## src/rtl/gait_sequencer_if.sv

```systemverilog
// Handshake bundle between the heartrate/switch side and the gait sequencer.
// The master drives tick/run/dir/rehome; the sequencer returns the ROM address and status.
interface gait_sequencer_if #(
    parameter int AW = 8
);
    logic          tick;
    logic          run;
    logic          dir;
    logic          rehome;
    logic [AW-1:0] addr;
    logic          homing;
    logic          walking;
    logic          cycle_done;
    logic [1:0]    state;

    modport master (
        output tick, run, dir, rehome,
        input  addr, homing, walking, cycle_done, state
    );

    modport slave (
        input  tick, run, dir, rehome,
        output addr, homing, walking, cycle_done, state
    );
endinterface

```

## src/rtl/gait_sequencer.sv

```systemverilog
// Leg-position ROM address sequencer: holds HOME for HOME_TICKS heartrate ticks,
// then steps the address forward/backward per tick, parking only at step 0.
module gait_sequencer #(
    parameter int M          = 64,
    parameter int HOME_TICKS = 20,
    parameter int AW         = 8
) (
    input  logic              clk,
    input  logic              rst,
    gait_sequencer_if.slave   bus
);

    localparam int            HW    = $clog2(HOME_TICKS) + 1;
    localparam logic [AW-1:0] LAST  = AW'(M - 1);
    localparam logic [HW-1:0] HLAST = HW'(HOME_TICKS - 1);

    typedef enum logic [1:0] {
        S_HOME = 2'd0,
        S_IDLE = 2'd1,
        S_WALK = 2'd2
    } state_t;

    state_t        state_q, state_d;
    logic [AW-1:0] addr_q, addr_d;
    logic [HW-1:0] hcnt_q, hcnt_d;
    logic          cycle_done_q, cycle_done_d;
    logic          homing_q, homing_d;
    logic          walking_q, walking_d;
    logic [AW-1:0] step_addr;

    always_comb begin
        step_addr = addr_q;
        if (bus.dir) begin
            step_addr = (addr_q == '0) ? LAST : addr_q - 1'b1;
        end else begin
            step_addr = (addr_q == LAST) ? '0 : addr_q + 1'b1;
        end
    end

    always_comb begin
        state_d      = state_q;
        addr_d       = addr_q;
        hcnt_d       = hcnt_q;
        cycle_done_d = 1'b0;

        // rehome outranks every other input, including a tick in the same clk
        if (bus.rehome) begin
            state_d = S_HOME;
            addr_d  = '0;
            hcnt_d  = '0;
        end else begin
            case (state_q)
                S_HOME: begin
                    addr_d = '0;
                    if (bus.tick) begin
                        if (hcnt_q == HLAST) begin
                            hcnt_d  = '0;
                            state_d = bus.run ? S_WALK : S_IDLE;
                        end else begin
                            hcnt_d = hcnt_q + 1'b1;
                        end
                    end
                end
                S_IDLE: begin
                    addr_d = '0;
                    hcnt_d = '0;
                    if (bus.run) begin
                        state_d = S_WALK;
                    end
                end
                S_WALK: begin
                    if (bus.tick) begin
                        addr_d       = step_addr;
                        cycle_done_d = (step_addr == '0);
                        // a drained stop parks on the same edge that lands on step 0
                        if (!bus.run && step_addr == '0) begin
                            state_d = S_IDLE;
                        end
                    end else if (!bus.run && addr_q == '0) begin
                        state_d = S_IDLE;
                    end
                end
                default: begin
                    state_d = S_HOME;
                    addr_d  = '0;
                    hcnt_d  = '0;
                end
            endcase
        end

        homing_d  = (state_d == S_HOME);
        walking_d = (state_d == S_WALK);
    end

    always_ff @(posedge clk or posedge rst) begin
        if (rst) begin
            state_q      <= S_HOME;
            addr_q       <= '0;
            hcnt_q       <= '0;
            cycle_done_q <= 1'b0;
            homing_q     <= 1'b1;
            walking_q    <= 1'b0;
        end else begin
            state_q      <= state_d;
            addr_q       <= addr_d;
            hcnt_q       <= hcnt_d;
            cycle_done_q <= cycle_done_d;
            homing_q     <= homing_d;
            walking_q    <= walking_d;
        end
    end

    assign bus.addr       = addr_q;
    assign bus.homing     = homing_q;
    assign bus.walking    = walking_q;
    assign bus.cycle_done = cycle_done_q;
    assign bus.state      = state_q;

endmodule

```

## src/flat_wrapper.sv

```systemverilog
// flat-port wrapper written by rule: the top's interface ports become plain ports
module gait_sequencer_flat 
#(
    parameter int M          = 64,
    parameter int HOME_TICKS = 20,
    parameter int AW         = 8
)
  (clk, rst, bus_tick, bus_run, bus_dir, bus_rehome, bus_addr, bus_homing, bus_walking, bus_cycle_done, bus_state);
  gait_sequencer_if #(.AW(AW)) bus_i ();
  input  logic clk;
  input  logic rst;
  input wire logic [$bits(bus_i.tick)-1:0] bus_tick;
  input wire logic [$bits(bus_i.run)-1:0] bus_run;
  input wire logic [$bits(bus_i.dir)-1:0] bus_dir;
  input wire logic [$bits(bus_i.rehome)-1:0] bus_rehome;
  output wire logic [$bits(bus_i.addr)-1:0] bus_addr;
  output wire logic [$bits(bus_i.homing)-1:0] bus_homing;
  output wire logic [$bits(bus_i.walking)-1:0] bus_walking;
  output wire logic [$bits(bus_i.cycle_done)-1:0] bus_cycle_done;
  output wire logic [$bits(bus_i.state)-1:0] bus_state;
  assign bus_i.tick = bus_tick;
  assign bus_i.run = bus_run;
  assign bus_i.dir = bus_dir;
  assign bus_i.rehome = bus_rehome;
  assign bus_addr = bus_i.addr;
  assign bus_homing = bus_i.homing;
  assign bus_walking = bus_i.walking;
  assign bus_cycle_done = bus_i.cycle_done;
  assign bus_state = bus_i.state;
  gait_sequencer #(.M(M), .HOME_TICKS(HOME_TICKS), .AW(AW)) u_core (.clk(clk), .rst(rst), .bus(bus_i));
endmodule
```

## config.mk

```make
export PLATFORM = sky130hd
export DESIGN_NAME = gait_sequencer_flat
export DESIGN_NICKNAME = d
export VERILOG_FILES = /design/src/rtl/gait_sequencer_if.sv /design/src/rtl/gait_sequencer.sv /design/src/flat_wrapper.sv
export SDC_FILE = /design/constraint.sdc
export NUM_CORES = 1
export LEC_CHECK = 0
export CAP_MARGIN = 25
export CORE_MARGIN = 8
export CORE_UTILIZATION = 54
export CTS_CLUSTER_DIAMETER = 100
export DETAILED_ROUTE_END_ITERATION = 12
export GPL_ROUTABILITY_DRIVEN = 1
export PLACE_DENSITY_LB_ADDON = 0.3
export SLEW_MARGIN = 20
export SYNTH_ARGS = -nofsm -noshare
export SYNTH_HDL_FRONTEND = slang
export SYNTH_SLANG_ARGS = --single-unit
```

## constraint.sdc

```tcl
create_clock -name clk -period 2.26 [get_ports clk]
set_input_delay 0.452 -clock clk [delete_from_list [all_inputs] [get_ports clk]]
set_output_delay 0.452 -clock clk [all_outputs]
set_load 0.005 [all_outputs]
```

==> results.yml, run 1 <==
synth:
  yosys_warnings: 0
  avgSynthCellArea_um2: 8.26
  synth_top_family_by_area: "simple AND/OR/NAND/NOR gates"
  async_flop_share_pct: 100
  muxShareOfSynthArea_pct: 2.99
  synth-simple-area-share_pct: 31.4
  synth_compound_area_share_pct: 20.7
  synth_ff_type: "dfrtp_1"
  syn_nets: 171
  synth.distinct_cells: 46
  synth_edf_count: 0
  seq_area_frac_synth_pct: 35.6
  synthesis.instances: 162
  synth-seq-cells: 19
  syn_area_um2: 1340
  synth-adder-area-share_pct: 2.80
  synthXorXnorAreaFrac_pct: 1.96
critical_path:
  crit_path_start_kind: "flip-flop"
  rr_endpoint: "u_core.bus.walking"
  cp-endpoint: "u_core.bus.walking"
  crit_fanout: 4
  required_ns: 2.48
  worstPathArrival_ns: 2.39
  rrSetupSlack_ns: 0.09
  critPathMostFrequentCell: "or4_4"
  crit_path_top_delay_cell: "or4_4"
  startpoint: "u_core.bus.addr[1]"
  cp-end-kind: "flip-flop"
  cp.depth: 6
  crit_path_cell_trace: "or4_4 -> or4_4 -> nand4_2 -> a21oi_2 -> and4_4 -> nor3_1"
  critical_path_class: "reg2reg"
  max_stage_delay_ns: 0.58
  cp_num_buf_inv: 0
  rr_startpoint: "u_core.bus.addr[1]"
  r2r_cells: 6
  path_delay_family: "simple AND/OR/NAND/NOR gates"
global_route:
  grt_pass1_wl_mm: 5.77
  grtUsageTotal_pct: 16.6
  grt_antenna_before_repair: 0
  grt_pass1_vias: 1212
  grt-ovfl-total: 0
  grt_max_degree: 20
sta:
  worst_pin_slew_ns: 0.705
  setup_viol: 0
  max_slew_margin_pct: 52.9
  fin_tns_setup_ns: 0
  timing.fmax_mhz: 462
  hold_ws_ns: 0.520
  rsz0062_at_grt: "false"
  fin_crit_sh_pct: 95.8
  fin_crit_ns: 2.17
  final_max_slew_viol_count: 0
  clock_skew_ns: 0.00662
  finalHoldViolCount: 0
pwr:
  p_per_area_nw_per_um2: 361
  ir_worst_vdd_v: 0.000414
  p_leak_uw: 0.000685
final_layout:
  final_cell_mix: "24 x nor2_1, 18 x clkdlybuf4s50_1, 16 x dfrtp_1"
  final_common_cell: "nor2_1"
  fill_cells: 210
  antenna-diode-count: 0
  nets: 200
  areaGrowthSynthToFinish_pct: 24.4
  drive_gt1_share_pct: 16.3
detailed_routing:
  drc_errors: 0
  routed_wl_mm: 3.43
  via_count: 1317
  via_per_inst: 5.99
  routedWlPerCell_um: 15.6
  dr.pass1.iters: 5
  drt_iter0_drc: 81
  ant_nets: 0
clocking:
  cts_made_buffers: 3
  cts.sinks: 19
  cts_tree: "yes"
  cts_root_buf: "clkbuf_4"
  clockBufferDepth: 2
  hold_buffers: 0
  clock_latency_ns: 0.30
  htreeDepth: 1
  cts.clk_slew.worst_paths_ns: 0.12
hold_path:
  hold_path.class: "reg2reg"
floorplan:
  core_area_um2: 2410
  die_w_um: 65.8
  die_h_um: 65.8
  die_area_um2: 4330
  io_pins: 19
  fp-row-count: 18
  initial_core_util_pct: 55.6
job:
  cap_violations: 0
placement:
  hpwl_mm: 2.62
  port_buffers: 18
  gp_congestion: 0.941
outcome:
  status: "finished clean"
worst min-delay path by stage:
stage,slack (ns),depth (start not counted),from,endpoint
after CTS,0.51,1,u_core.hcnt_q[4],u_core.hcnt_q[4]
final,0.52,1,u_core.hcnt_q[4],u_core.hcnt_q[4]
after floorplan,0.40,1,rst,u_core.bus.addr[0]
after detailed placement,0.50,1,u_core.hcnt_q[4],u_core.hcnt_q[4]
after global placement,0.49,1,u_core.hcnt_q[4],u_core.hcnt_q[4]
after global routing,0.54,1,u_core.hcnt_q[4],u_core.hcnt_q[4]
sequential cells by signal, indices dropped and copies added (netlist names):
name / flops
u_core.bus.addr: 8
u_core.hcnt_q: 6
u_core.bus.state: 2
u_core.bus.cycle_done: 1
u_core.bus.homing: 1
u_core.bus.walking: 1
per-stage QoR:
step                setup WS [ns]  util, %  std cells  cell area [um^2]  total power (uW)
floorplan                   0.194        -        162              1340               401
global placement           0.0349     67.3        215              1620               428
detailed placement        -0.0227     67.3        215              1620               431
CTS                        0.0238     68.7        219              1660               604
global route               0.0122     69.1        220              1670               629
finish                     0.0944     69.1        220              1670               601
kinds of logic (layout without fill, tap and decap cells):
| family | Yosys count | in the layout |
|---|---|---|
| compound gates | 40 | 40 |
| xor+xnor | 3 | 3 |
| fa+ha+maj | 3 | 3 |
| buf+inv | 15 | 43 |
| flops | 19 | 19 |
| mux | 4 | 4 |
| simple gates | 78 | 78 |
report_power, final:
part           switching [uW]  leakage [uW]  internal (uW)
clock network             111     0.0000177           66.0
logic                    41.8      0.000410           33.5
registers                4.59      0.000257            345
total                     157      0.000685            444
routing by layer:
metal	GRT usage, %	routed length, um
met1	21.0	1550
met2	26.8	1690
met3	3.73	153
met4	6.54	29
met5	0	0
synthesized netlist by cell type, types with 2 or more instances:
cell      instances  area [um^2]
a211oi_1          3         22.5
a21oi_1           5         25.0
buf_2             4         20.0
clkbuf_1          5         18.8
dfrtp_1          18          450
ha_1              3         37.5
inv_1             5         18.8
mux2i_1           4         40.0
nand2_1          12         45.0
nand2b_1          5         31.3
nand3_1           7         35.0
nand4_1           3         18.8
nor2_1           24         90.1
nor2b_1           2         12.5
nor3_1            9         45.0
nor4_1            2         12.5
o211ai_1          3         22.5
o21ai_0          12         60.1
o31ai_1           6         45.0
or3_1             2         12.5
or4_4             2         22.5
xor2_1            2         17.5
repair_timing:
item,in CTS,in global routing
endpoints found under the hold margin,0,0
gates cloned,0,0
gates resized for setup,1,2
setup endpoints to repair,2,2
buffers inserted,0,1
cell type report:
type | instances | area, um^2 | area share (%)
clock inverters | 1 | 5.00 | 0.301
well taps | 30 | 37.5 | 2.25
inverters | 6 | 22.5 | 1.35
clock buffers | 3 | 22.5 | 1.35
repair buffers | 33 | 293 | 17.6
multi-input cells | 128 | 806 | 48.4
flip-flops and latches | 19 | 479 | 28.8
Power figures use the tool's default switching activity.
==> run 2: changes to the inputs <==
Settings changed: CELL_PAD_IN_SITES_DETAIL_PLACEMENT from default to 0, CELL_PAD_IN_SITES_GLOBAL_PLACEMENT from default to 1, CORE_ASPECT_RATIO from default to 2, CORE_UTILIZATION 54 to 40, CTS_CLUSTER_SIZE from default to 16.
==> run 2 against run 1 <==
  * First-iteration DRC count down 62%
  * Critical path depth up 2
  * Count of clock-buffer cells in the layout unchanged
  * Clock power up 34%
  * Non-clock buffer count grew 3
  * Global-route usage down 4.3 points
  * Largest cell class unchanged
==> results.yml, run 2 (synthesized netlist as in run 1, its figures left out) <==
sta:
  setup_viol: 0
  finalHoldViolCount: 0
  fin_crit_sh_pct: 94.1
  max_slew_margin_pct: 60.4
  fin_crit_ns: 2.13
  fin_tns_setup_ns: 0
  clock_skew_ns: 0.00363
  final_max_slew_viol_count: 0
  hold_ws_ns: 0.517
  rsz0062_at_grt: "false"
  timing.fmax_mhz: 470
  worst_pin_slew_ns: 0.589
pwr:
  power.internal_uw: 504
  switching_power_uw: 164
  p_leak_uw: 0.000711
  swShare_pct: 24.5
  ir_worst_vdd_v: 0.000382
  combPwrFrac_pct: 12.1
  clock_power_share_pct: 35.6
  p_per_area_nw_per_um2: 391
  p_seq_share_pct: 52.3
  total_power_uw: 668
detailed_routing:
  routedWlPerCell_um: 15.1
  ant_nets: 0
  routed_wl_mm: 3.39
  drt_iter0_drc: 31
  via_count: 1292
  via_per_inst: 5.74
  drc_errors: 0
  dr.pass1.iters: 4
final_layout:
  final_cell_mix: "24 x nor2_1, 18 x clkdlybuf4s50_1, 18 x buf_4, 18 x dfrtp_1"
  areaGrowthSynthToFinish_pct: 27.5
  nets: 203
  fill_cells: 325
  drive_gt1_share_pct: 16.6
  antenna-diode-count: 0
  largest_reg_flops: 8
  final_common_cell: "nor2_1"
global_route:
  grtUsageTotal_pct: 12.3
  grt_max_degree: 20
  grt_pass1_vias: 1242
  grt-ovfl-total: 0
  grt_antenna_before_repair: 0
  grt_pass1_wl_mm: 5.78
critical_path:
  rr_startpoint: "u_core.bus.addr[0]"
  crit_path_cell_trace: "inv_1 -> ha_1 -> nor3b_2 -> or4_4 -> nand4_2 -> a21oi_2 -> and4_4 -> nor3_1"
  required_ns: 2.43
  r2r_cells: 8
  critical_path_class: "reg2reg"
  worstPathArrival_ns: 2.30
  rrSetupSlack_ns: 0.13
  max_stage_delay_ns: 0.54
  cp_num_buf_inv: 1
  crit_path_start_kind: "flip-flop"
  rr_endpoint: "u_core.bus.state[1]"
  cp.depth: 8
  crit_fanout: 9
  path_delay_family: "simple AND/OR/NAND/NOR gates"
  startpoint: "u_core.bus.addr[0]"
  cp-end-kind: "flip-flop"
  cp-endpoint: "u_core.bus.state[1]"
  crit_path_top_delay_cell: "or4_4"
clocking:
  htreeDepth: 1
  cts.sinks: 19
  cts_tree: "yes"
  cts.clk_slew.worst_paths_ns: 0.07
  clockBufferDepth: 2
  clock_latency_ns: 0.25
  cts_root_buf: "clkbuf_8"
  cts_made_buffers: 3
floorplan:
  die_area_um2: 5570
  initial_core_util_pct: 40.5
  core_area_um2: 3300
  fp-row-count: 30
  io_pins: 19
  die_h_um: 97.8
  die_w_um: 56.9
job:
  cap_violations: 0
hold_path:
  hold_path.class: "in2async"
placement:
  hpwl_mm: 2.57
  gp_congestion: 0.812
  port_buffers: 18
outcome:
  status: "finished clean"
## run 2: power groups by stage
| stage | Clock [uW] | Sequential (uW) | Combinational [uW] |
|---|---|---|---|
| 6_report | 238 | 349 | 80.7 |
| 5_1_grt | 261 | 350 | 91.5 |
| 4_1_cts | 248 | 349 | 81.5 |
| 3_5_place_dp | 0 | 356 | 81.0 |
| 3_3_place_gp | 0 | 356 | 80.2 |
| 2_1_floorplan | 0 | 355 | 46.8 |
## run 2: how the worst min path moves through the flow
| stage | to | slack, ns | cells after the start |
|---|---|---|---|
| 4_1_cts | u_core.hcnt_q[4] | 0.52 | 3 |
| 3_3_place_gp | u_core.hcnt_q[4] | 0.50 | 1 |
| 2_1_floorplan | u_core.bus.addr[0] | 0.40 | 1 |
| 3_5_place_dp | u_core.hcnt_q[3] | 0.51 | 1 |
| 6_report | u_core.bus.walking | 0.52 | 3 |
| 5_1_grt | u_core.bus.walking | 0.54 | 3 |
## run 2: cell type report
class | count | area [um^2] | area share, %
clock buffer | 3 | 41.3 | 2.42
clock inverter | 1 | 5.00 | 0.293
tap | 32 | 40.0 | 2.35
timing repair buffer | 36 | 315 | 18.5
multi-input combinational | 128 | 806 | 47.2
inverter | 6 | 22.5 | 1.32
sequential | 19 | 477 | 27.9
## run 2: worst reg2reg max path: stages (launching register included)
cell     delay [ns]
dfrtp_1        0.49
inv_1          0.08
ha_1           0.25
nor3b_2        0.18
or4_4          0.54
nand4_2        0.12
a21oi_2        0.05
and4_4         0.19
nor3_1         0.16
## run 2: what timing repair did
item                       in CTS  in global routing
setup buffers                   0                  0
hold buffers                    0                  0
setup endpoints to repair       0                  2
gates resized for setup         0                  1
## run 2: per-stage QoR
stage,worst slack [ns],std cells,cell area [um^2],util (%)
final,0.134,225,1710,51.7
after detailed placement,-0.0364,221,1660,50.1
after CTS,0.107,225,1700,51.5
after global placement,0.00387,221,1660,50.1
after floorplan,0.194,162,1340,-
after global routing,0.0137,225,1710,51.7
## run 2: per-layer routing
| metal | GRT usage, % | part of all wire [%] | up-vias |
|---|---|---|---|
| met2 | 18.8 | 48 | 21 |
| li1 | - | - | 655 |
| met4 | 4.55 | 1.3 | 0 |
| met3 | 2.34 | 3.4 | 4 |
| met5 | 0 | 0 | - |
| met1 | 16.5 | 47 | 612 |
==> edit, RTL diff (flow settings as in run 2) <==
Make the reset (`rst`) synchronous in one clocked block.
--- a/src/rtl/gait_sequencer.sv
+++ b/src/rtl/gait_sequencer.sv
@@ -94,3 +94,3 @@
 
-    always_ff @(posedge clk or posedge rst) begin
+    always_ff @(posedge clk) begin
         if (rst) begin
Behaviour: no difference found for any inputs over 10 cycles, from zero or initial values and one cycle with rst high; that may be too few to reach the edited logic, so the function may still have changed.
==> edit against run 2 <==
- count of clock-buffer cells in the layout grew 1
- largest power group unchanged
- routed wire length fell by 3.2%
- non-clock buffer count rose by 4
- worst setup slack gained 14 ps
- critical endpoint is now u_core.bus.walking
- synthesized area fell by 5.5%
- final area fell by 2.4%
- cell count down 1.8%
- total power decreased by 5.0%
- highest routed layer unchanged
- sequential cell count is the same
==> edit: results (changes against run 2) <==
synthesis:
  synth.area.mux_share_pct: 3.264  # was 2.991%
  yosys_most_used_dff: "dfxtp_1"  # was dfrtp_1
  syn-instance-count: 158  # was 162
  synth_compound_area_share_pct: 22.35  # was 20.65%
  syn_nets: 167  # was 171
  yosysSeqAreaShare_pct: 30.07  # was 35.61%
  synth_common_cells: "19 x dfxtp_1, 15 x nor2_1, 11 x nand2_1"  # was 24 x nor2_1, 18 x dfrtp_1, 12 x nand2_1, 12 x o21ai_0, 9 x nor3_1
  synth_adder_area_share_pct: 2.967  # was 2.804%
  synth_xor_xnor_area_share_pct: 4.847  # was 1.963%
setup_path:
  worst_ep_arrival_time_ps: 2260  # was 2300 ps
  cpMaxStageDelayCell: "a2111oi_4"  # was or4_4
  path_max_fanout: 4  # was 9
  max_stage_delay_ps: 370  # was 540 ps
layout:
  fin_nets: 200  # was 203
  multi_input_cells: 121  # was 128
  clkbuf_count: 4  # was 3
  final-clk-cell-share_pct: 2.705  # was 2.713%
  seq_share_pct: 22.99  # was 27.93%
  nNonClkBuffers: 40  # was 36
  final_cells: 221  # was 225
  layout-drive-gt1-share_pct: 19.47  # was 16.58%
  fillers: 290  # was 325
  area_share_nonclk_buffers_pct: 20.89  # was 18.48%
timing:
  skew_ps: 2.072  # was 3.631 ps
  maxSlewHeadroom_pct: 58.49  # was 60.40%
route:
  dr_wl_met3_microns: 209  # was 115 microns
  wirelength_mm: 3.280  # was 3.388 mm
  wl_met2_mm: 1.541  # was 1.620 mm
  vias: 1278  # was 1,292
  wl_met1_mm: 1.501  # was 1.607 mm
pwr:
  p_comb_mw: 0.0608  # was 0.0807 mW
  clkPwrFrac_pct: 37.3  # was 35.6%
  ir_worst_vdd_uv: 394.1  # was 382.3 uV
  p_switching_mw: 0.1428  # was 0.1636 mW
worst_hold_path:
  hp-class: "register to register"  # was primary input to async pin
place:
  dp.cells: 216  # was 221
  place_ws_ps: -136.2  # was -36.35 ps
  gp_congestion: 0.9274  # was 0.8122
  hpwl_mm: 2.514  # was 2.568 mm
grt:
  grt_usage_pct: 12.26  # was 12.29%
  gr-usage-met3_pct: 3.333  # was 2.338%
  grt_pass1_vias: 1223  # was 1,242
  grt_use_met1_pct: 14.62  # was 16.50%
  grt_max_degree: 15  # was 20
outcome:
  status: "complete, no violations"  # unchanged
clock_tree:
  cts_tree: "done"  # unchanged
## edit: per-stage QoR
stage	hold WS (ps)	util (%)	power (mW)	setup TNS (ps)	instance area (sq um)
CTS	557.0	53.14	0.6364	0	1639
floorplan	510.3	-	0.3795	0	1276
detailed placement	546.9	51.68	0.4049	-333.6	1594
global route	602.0	54.00	0.6563	0	1665
global placement	537.0	51.68	0.4049	-250.6	1594
finish	552.2	54.00	0.6344	0	1665
## edit: what timing repair did
item                                    in CTS  in global routing
endpoints found under the setup margin       0                  3
setup buffers                                0                  1
endpoints found under the hold margin        0                  0
gates resized for setup                      0                  5
## edit: worst paths after layout
kind                                          from                  to  slack (ps)  cells past startpoint
worst max-delay path            u_core.bus.addr[0]  u_core.bus.walking         150                      8
worst min-delay path              u_core.hcnt_q[1]    u_core.hcnt_q[1]         550                      2
worst max register to register  u_core.bus.addr[0]  u_core.bus.walking         150                      8
worst min register to register    u_core.hcnt_q[1]    u_core.hcnt_q[1]         550                      2
